**src/rtl/univ_shift_pkg.sv**
```systemverilog
// univ_shift_pkg: op codes, FSM state encoding and op classification for the universal shift register
package univ_shift_pkg;
   localparam logic [2:0] OP_NOP  = 3'b000;
   localparam logic [2:0] OP_SHR  = 3'b001;
   localparam logic [2:0] OP_SHL  = 3'b010;
   localparam logic [2:0] OP_LOAD = 3'b011;
   localparam logic [2:0] OP_ROR  = 3'b100;
   localparam logic [2:0] OP_ROL  = 3'b101;
   localparam logic [2:0] OP_ASR  = 3'b110;
   localparam logic [2:0] OP_CLR  = 3'b111;
   localparam logic ST_IDLE = 1'b0;
   localparam logic ST_RUN  = 1'b1;
   function automatic logic is_shift(input logic [2:0] op);
      return op inside {OP_SHR, OP_SHL, OP_ROR, OP_ROL, OP_ASR};
   endfunction
endpackage

```
**src/rtl/univ_shift_step.sv**
```systemverilog
// univ_shift_step: one-bit-position next value for the shift/rotate ops
//   cur      current register value
//   op       operation code; non-shift codes pass cur through
//   sin_msb  fill bit entering the MSB on SHR
//   sin_lsb  fill bit entering the LSB on SHL
//   nxt      value after one step
module univ_shift_step
   import univ_shift_pkg::*;
#(
   parameter int WIDTH = 8
) (
   input  logic [WIDTH-1:0] cur,
   input  logic [2:0]       op,
   input  logic             sin_msb,
   input  logic             sin_lsb,
   output logic [WIDTH-1:0] nxt
);
   always_comb begin
      nxt = op == OP_SHR ? {sin_msb, cur[WIDTH-1:1]} :
            op == OP_SHL ? {cur[WIDTH-2:0], sin_lsb} :
            op == OP_ROR ? {cur[0], cur[WIDTH-1:1]} :
            op == OP_ROL ? {cur[WIDTH-2:0], cur[WIDTH-1]} :
            op == OP_ASR ? {cur[WIDTH-1], cur[WIDTH-1:1]} : cur;
   end
endmodule

```
**src/rtl/univ_shift_reg_n.sv**
```systemverilog
// univ_shift_reg_n: universal shift register executing multi-bit shifts one bit per clock
//   clk        rising-edge clock
//   reset      asynchronous active-low reset
//   cmd_valid  command request; cmd_ready high only while idle
//   op/amt     operation and distance, sampled on handshake (amt saturates at WIDTH)
//   data_in    parallel load value, sampled on handshake
//   sin_msb    SHR fill bit, sampled at every step edge
//   sin_lsb    SHL fill bit, sampled at every step edge
//   data_out   register contents; sout_lsb/sout_msb are its end bits
//   done       one-cycle pulse after the last edge of a command
module univ_shift_reg_n
   import univ_shift_pkg::*;
#(
   parameter  int WIDTH = 8,
   localparam int AW    = $clog2(WIDTH + 1)
) (
   input  logic             clk,
   input  logic             reset,
   input  logic             cmd_valid,
   output logic             cmd_ready,
   input  logic [2:0]       op,
   input  logic [AW-1:0]    amt,
   input  logic [WIDTH-1:0] data_in,
   input  logic             sin_msb,
   input  logic             sin_lsb,
   output logic [WIDTH-1:0] data_out,
   output logic             sout_lsb,
   output logic             sout_msb,
   output logic             done
);
   logic             state;
   logic [AW-1:0]    rem;
   logic [AW-1:0]    amt_eff;
   logic [2:0]       op_r;
   logic [2:0]       step_op;
   logic [WIDTH-1:0] step_val;
   logic             multi;
   assign cmd_ready = state == ST_IDLE;
   assign amt_eff   = amt > AW'(WIDTH) ? AW'(WIDTH) : amt;
   assign multi     = is_shift(op) && amt_eff > AW'(1);
   // the accepting edge already performs the first step, so the live op drives it while idle
   assign step_op   = cmd_ready ? op : op_r;
   assign sout_lsb  = data_out[0];
   assign sout_msb  = data_out[WIDTH-1];
   univ_shift_step #(.WIDTH(WIDTH)) u_step (
      .cur     (data_out),
      .op      (step_op),
      .sin_msb (sin_msb),
      .sin_lsb (sin_lsb),
      .nxt     (step_val)
   );
   always_ff @(posedge clk or negedge reset) begin
      if (!reset) begin
         state    <= ST_IDLE;
         rem      <= '0;
         op_r     <= OP_NOP;
         data_out <= '0;
         done     <= 1'b0;
      end else if (state == ST_RUN) begin
         data_out <= step_val;
         rem      <= rem - AW'(1);
         done     <= rem == AW'(1);
         if (rem == AW'(1)) state <= ST_IDLE;
      end else if (cmd_valid) begin
         op_r <= op;
         done <= !multi;
         if (op == OP_LOAD) data_out <= data_in;
         else if (op == OP_CLR) data_out <= '0;
         else if (is_shift(op) && amt_eff != '0) data_out <= step_val;
         if (multi) begin
            state <= ST_RUN;
            rem   <= amt_eff - AW'(1);
         end
      end else begin
         done <= 1'b0;
      end
   end
endmodule

```
**config.mk**
```make
export PLATFORM = sky130hd
export DESIGN_NAME = univ_shift_reg_n
export DESIGN_NICKNAME = d
export VERILOG_FILES = /design/src/rtl/univ_shift_pkg.sv /design/src/rtl/univ_shift_step.sv /design/src/rtl/univ_shift_reg_n.sv
export SDC_FILE = /design/constraint.sdc
export NUM_CORES = 1
export LEC_CHECK = 0
export CORE_ASPECT_RATIO = 0.8
export CORE_MARGIN = 1.5
export CORE_UTILIZATION = 35
export DETAILED_ROUTE_END_ITERATION = 16
export RECOVER_POWER = 50
export SETUP_SLACK_MARGIN = 0.2
export SLEW_MARGIN = 20
export SYNTH_ARGS = -nofsm -noshare
export SYNTH_HDL_FRONTEND = slang
export SYNTH_SLANG_ARGS = --single-unit
```
**constraint.sdc**
```tcl
create_clock -name clk -period 2.7 [get_ports clk]
set_input_delay 0.54 -clock clk [delete_from_list [all_inputs] [get_ports clk]]
set_output_delay 0.54 -clock clk [all_outputs]
set_load 0.05 [all_outputs]
```
-- Word level (Yosys, flattened, before mapping)
Index checks and enable logic that the tools add are counted.
- bits in registers: 17
- bits of input ports: 20
- output and inout port bits: 12
- add/subtract/negate cells: 2
- order comparisons: 2
- equality and inequality tests: 13
- muxes and demuxes: 21
- bitwise operators: 1
- reductions and logical operators: 11
- operators with widths (kind ; number):
    $mux 8 ; 9
    $eq 3x3->1 const B ; 7
    $mux 4 ; 4
    $eq 3x2->1 const B ; 3
    $reduce_bool 4->1 ; 2
    $sub 4x1->4 const B ; 2
    $mux 7 ; 1
    $eq 3x1->1 const B ; 2
    $mux 1 ; 6
    $reduce_and 2->1 ; 3
    $reduce_bool 5->1 ; 1
    $eq 4x1->1 const B ; 1
    $gt 4x1->1 const B ; 1
    $gt 4x4->1 const B ; 1
    $reduce_bool 2->1 ; 2
    $mux 3 ; 1
    $logic_and 1x1->1 ; 2
    $logic_not 1->1 ; 1
    $not 1->1 ; 1

-- Depth between registers and ports, before layout
- word-level depth: 12
- depth in mapped cells: 8
- gate-level depth less buffers: 8

-- Modules after synthesis
Synthesis repeated with hierarchy kept, for this count alone.
- cells, all modules: 173
- area total of the unflattened synthesis: 1607.8 um^2
- modules (own cells, without submodules) (module ; instances ; cells an instance ; area an instance (um^2) ; sequential area each (um^2)):
    univ_shift_reg_n ; 1 ; 107 ; 1092.3 ; 425.4
    univ_shift_step ; 1 ; 66 ; 515.5 ; 0.0

-- Least setup slack after synthesis
No wires, ideal clock.
- path kind: register -> register
- start: reg state
- end: reg data_out[7]
- setup time: 77 ps
- arrival time: 1792 ps
- setup slack: 831 ps
- cell stages (with the launch flop): 7
- path buffers: 1
- period minus slack after synthesis: 1869 ps
- cells stage by stage: dfrtp_1 > buf_6 > clkinv_1 > and3_1 > a2111oi_1 > o21ai_1 > a21oi_1
- word-level cells in the longest chain between the ends: 11
- ends and longest elaborated chain (element ; line ; source):
    start, declared ; univ_shift_reg_n.sv:31 ; logic state;
    start signal, assigned ; univ_shift_reg_n.sv:54 ; state <= ST_IDLE;
    start signal, assigned ; univ_shift_reg_n.sv:63 ; if (rem == AW'(1)) state <= ST_IDLE;
    start signal, assigned ; univ_shift_reg_n.sv:71 ; state <= ST_RUN;
    $mux 3 ; univ_shift_reg_n.sv:42 ; assign step_op = cmd_ready ? op : op_r;
    $eq 3x3->1 ; univ_shift_step.sv:22 ; op == OP_ROL ? {cur[WIDTH-2:0], cur[WIDTH-1]} :
    $mux 8 ; univ_shift_step.sv:22 ;
    $mux 8 ; univ_shift_step.sv:21 ; op == OP_ROR ? {cur[0], cur[WIDTH-1:1]} :
    $mux 8 ; univ_shift_step.sv:20 ; op == OP_SHL ? {cur[WIDTH-2:0], sin_lsb} :
    $mux 8 ; univ_shift_step.sv:19 ; nxt = op == OP_SHR ? {sin_msb, cur[WIDTH-1:1]} :
    $mux 8 ; univ_shift_reg_n.sv:69 ; else if (is_shift(op) && amt_eff != '0) data_out <= step_val;
    $mux 8 ; univ_shift_reg_n.sv:68 ; else if (op == OP_CLR) data_out <= '0;
    $mux 8 ; univ_shift_reg_n.sv:67 ; if (op == OP_LOAD) data_out <= data_in;
    $mux 8 ; univ_shift_reg_n.sv:64 ; end else if (cmd_valid) begin
    $mux 8 ; univ_shift_reg_n.sv:59 ; end else if (state == ST_RUN) begin
    end signal, assigned ; univ_shift_reg_n.sv:60 ; data_out <= step_val;
    end signal, assigned ; univ_shift_reg_n.sv:67 ;
    end signal, assigned ; univ_shift_reg_n.sv:69 ;
    end, declared ; univ_shift_reg_n.sv:26 ; output logic [WIDTH-1:0] data_out,
Several ways; a longest one is shown, not always the timed one. The select of a mux whose other input is x is not followed.
A chain may end at the register's enable or synchronous reset.

-- Worst setup path in the final report
- start: reg state
- end: out cmd_ready
- word-level cells in the longest chain between the ends: 1
- ends and longest elaborated chain (element ; line ; source):
    $not 1->1 (no source line) ; - ;
    end, declared ; univ_shift_reg_n.sv:20 ; output logic cmd_ready,
No other way between the ends.

==> results.yml <==
die:
  dieArea_sq_mm: 0.00392
  core_sq_mm: 0.00342
  fp-row-count: 19
  start_util: 0.363
  die_h_um: 56.3
  die_w_um: 69.6
  io_pins: 32
sta:
  min_period_over_period: 0.894
  final_hold_viol_count: 0
  fin_crit_ns: 2.41
  setup-tns-final_ns: 0
  slew_headroom: 0.459
  slew_viol_final: 0
  rsz0062_at_grt: "no"
  setup-violations-final: 0
  worstMarginPinSlew_ns: 0.808
  fmax_mhz: 414
  worst_clock_skew_ns: 0.0150
cts:
  cts.repair.resized: 0
  cts_max_path_buffers: 2
  cts_hold_buffers: 0
  clock_sinks: 17
  htree_levels: 1
  clk_latency_ns: 0.27
  cts_tree: "done"
  cts_made_buffers: 3
  cts_root_buf: "clkbuf_8"
  cts.reportedPaths.clkPinSlew_ns: 0.08
  post-cts-setup-buffer-count: 0
synth:
  yosysTopAreaCell: "dfrtp_1"
  synthFlopType: "dfrtp_1"
  yosysTopAreaCellShare: 0.342
  yosys-top-cells-count: "a21oi_1 (21), dfrtp_1 (17), nand2_1 (13), nor2_1 (7), inv_1 (6)"
  synth_area_leaders: "dfrtp_1 (34%), a21oi_1 (8.5%), ha_1 (5.0%)"
  synth_area_sq_mm: 0.00124
  synthCells: 134
  synthesis.nets: 159
  synth.most_common_cell: "a21oi_1"
  yosysWarnings: 0
  synth.avg_cell_area_sq_um: 9.27
  synth_cell_type_count: 46
  synth-seq-cells: 17
  synth_async_sr_flop_share: 1.00
  synth_edf_count: 0
  yosysSeqAreaShare: 0.342
drt:
  via_count: 1183
  drt_first_pass_iters: 4
  viasPerCell: 5.63
  drt_iter0_markers: 119
  totalWireLength_mm: 3.14
  route.detailed.drc: 0
  ant_nets: 0
  wire_per_inst_um: 14.9
grt:
  grt_pass1_vias: 1118
  grt-ovfl-total: 0
  grt_first_pass_wirelength_mm: 5.38
  grt_max_degree: 18
  grt_usage: 0.173
  antenna_found_initial: 0
outcome:
  outcome: "completed"
placement:
  place_area_sq_mm: 0.00159
  port_buffers: 31
  gp_congestion: 0.812
  dp_hpwl_mm: 2.36
power_and_ir_drop:
  irDropWorstVdd_mv: 0.508
  p_per_area_mw_per_mm2: 1370
  p_leak_nw: 0.666
job:
  drv_cap: 0
critical_path:
  path_class: "reg -> out"
  end_kind: "output pin"
  critPathArrivalTime_ns: 1.87
  critPathLaunchType: "register"
  critPathRequiredTime_ns: 2.16
  r2r.worst_path.cells: 6
  path_max_fanout: 12
finish:
  final_area_sq_mm: 0.00163
  syn_to_final_growth_pct: 31.1
  drive_gt1_frac: 0.119
  antenna_cells: 0
  fin_nets: 194
min_path:
  hp-class: "reg -> reg"
  whs_path_depth: 1
==> worst max-delay path, stage by stage (launching register included) <==
cell and delay, ns:
dfrtp_1 0.69, clkinv_1 0.18, clkdlybuf4s50_1 0.73
==> metal layers <==
layer	vias to the layer above	global-route usage	part of all wire
li1	567	-	-
met1	578	0.231	0.48
met2	32	0.276	0.46
met3	6	0.0503	0.050
met4	0	0.0495	0.013
met5	-	0	0
==> worst paths after layout <==
| kind | start | end | slack, ns |
|---|---|---|---|
| setup reg to reg | state | data_out[5] | 0.53 |
| hold / removal | op_r[1] | op_r[1] | 0.54 |
| setup / recovery | state | cmd_ready | 0.29 |
| max in group asynchronous | reset | rem[3] | 1.38 |
| hold reg to reg | op_r[1] | op_r[1] | 0.54 |
| min in group asynchronous | reset | data_out[2] | 0.80 |
==> per-stage QoR <==
step	setup WS, ns	hold WS [ns]	total power, mW	utilization	instances
2_1_floorplan	0.831	0.244	1.61	-	134
3_3_place_gp	0.257	0.517	2.01	0.465	206
3_5_place_dp	0.165	0.519	2.04	0.465	206
4_1_cts	0.278	0.537	2.25	0.479	210
5_1_grt	0.118	0.573	2.42	0.476	210
6_report	0.286	0.536	2.23	0.476	210
==> cells by family (layout without fill, tap and decap cells) <==
group / after synthesis / after routing / synth area share
adder cells (fa/ha/maj): 5 / 5 / 0.0504
buffers and inverters: 12 / 46 / 0.0554
AND/OR/NAND/NOR: 36 / 36 / 0.145
multiplexers: 11 / 11 / 0.0997
AO/OA/AOI/OAI: 50 / 50 / 0.286
flip-flops: 17 / 17 / 0.342
XOR/XNOR: 3 / 3 / 0.0212
==> power breakdown <==
group,internal [mW],switching [mW]
Clock,0.103,0.0963
Combinational,0.648,0.830
Sequential,0.392,0.164
Total,1.14,1.09
==> flip-flops by register name (all words and copies together), names as in the netlist <==
signal / count
data_out: 8
rem: 4
op_r: 3
done: 1
state: 1
==> layout by cell type, fill, tap and decap left out, types with 4 or more instances in the layout <==
cell / synthesis / final
a21oi_1: 21 / 21
a2bb2oi_1: 5 / 5
clkdlybuf4s50_1: 0 / 29
dfrtp_1: 17 / 17
ha_1: 5 / 5
inv_1: 6 / 6
mux2_2: 4 / 4
mux2i_1: 5 / 5
nand2_1: 13 / 13
nor2_1: 7 / 7
o221ai_1: 5 / 5
==> area by class of cell <==
cell class | count | area, sq um
inverters | 7 | 26.3
fillers | 327 | 1790
clock buffers | 3 | 41.3
multi-input cells | 105 | 742
repair buffers | 35 | 337
well taps | 42 | 52.6
flip-flops and latches | 17 | 425
clock inverters | 1 | 5.00
Note: power is estimated with default switching activity, not from simulation.
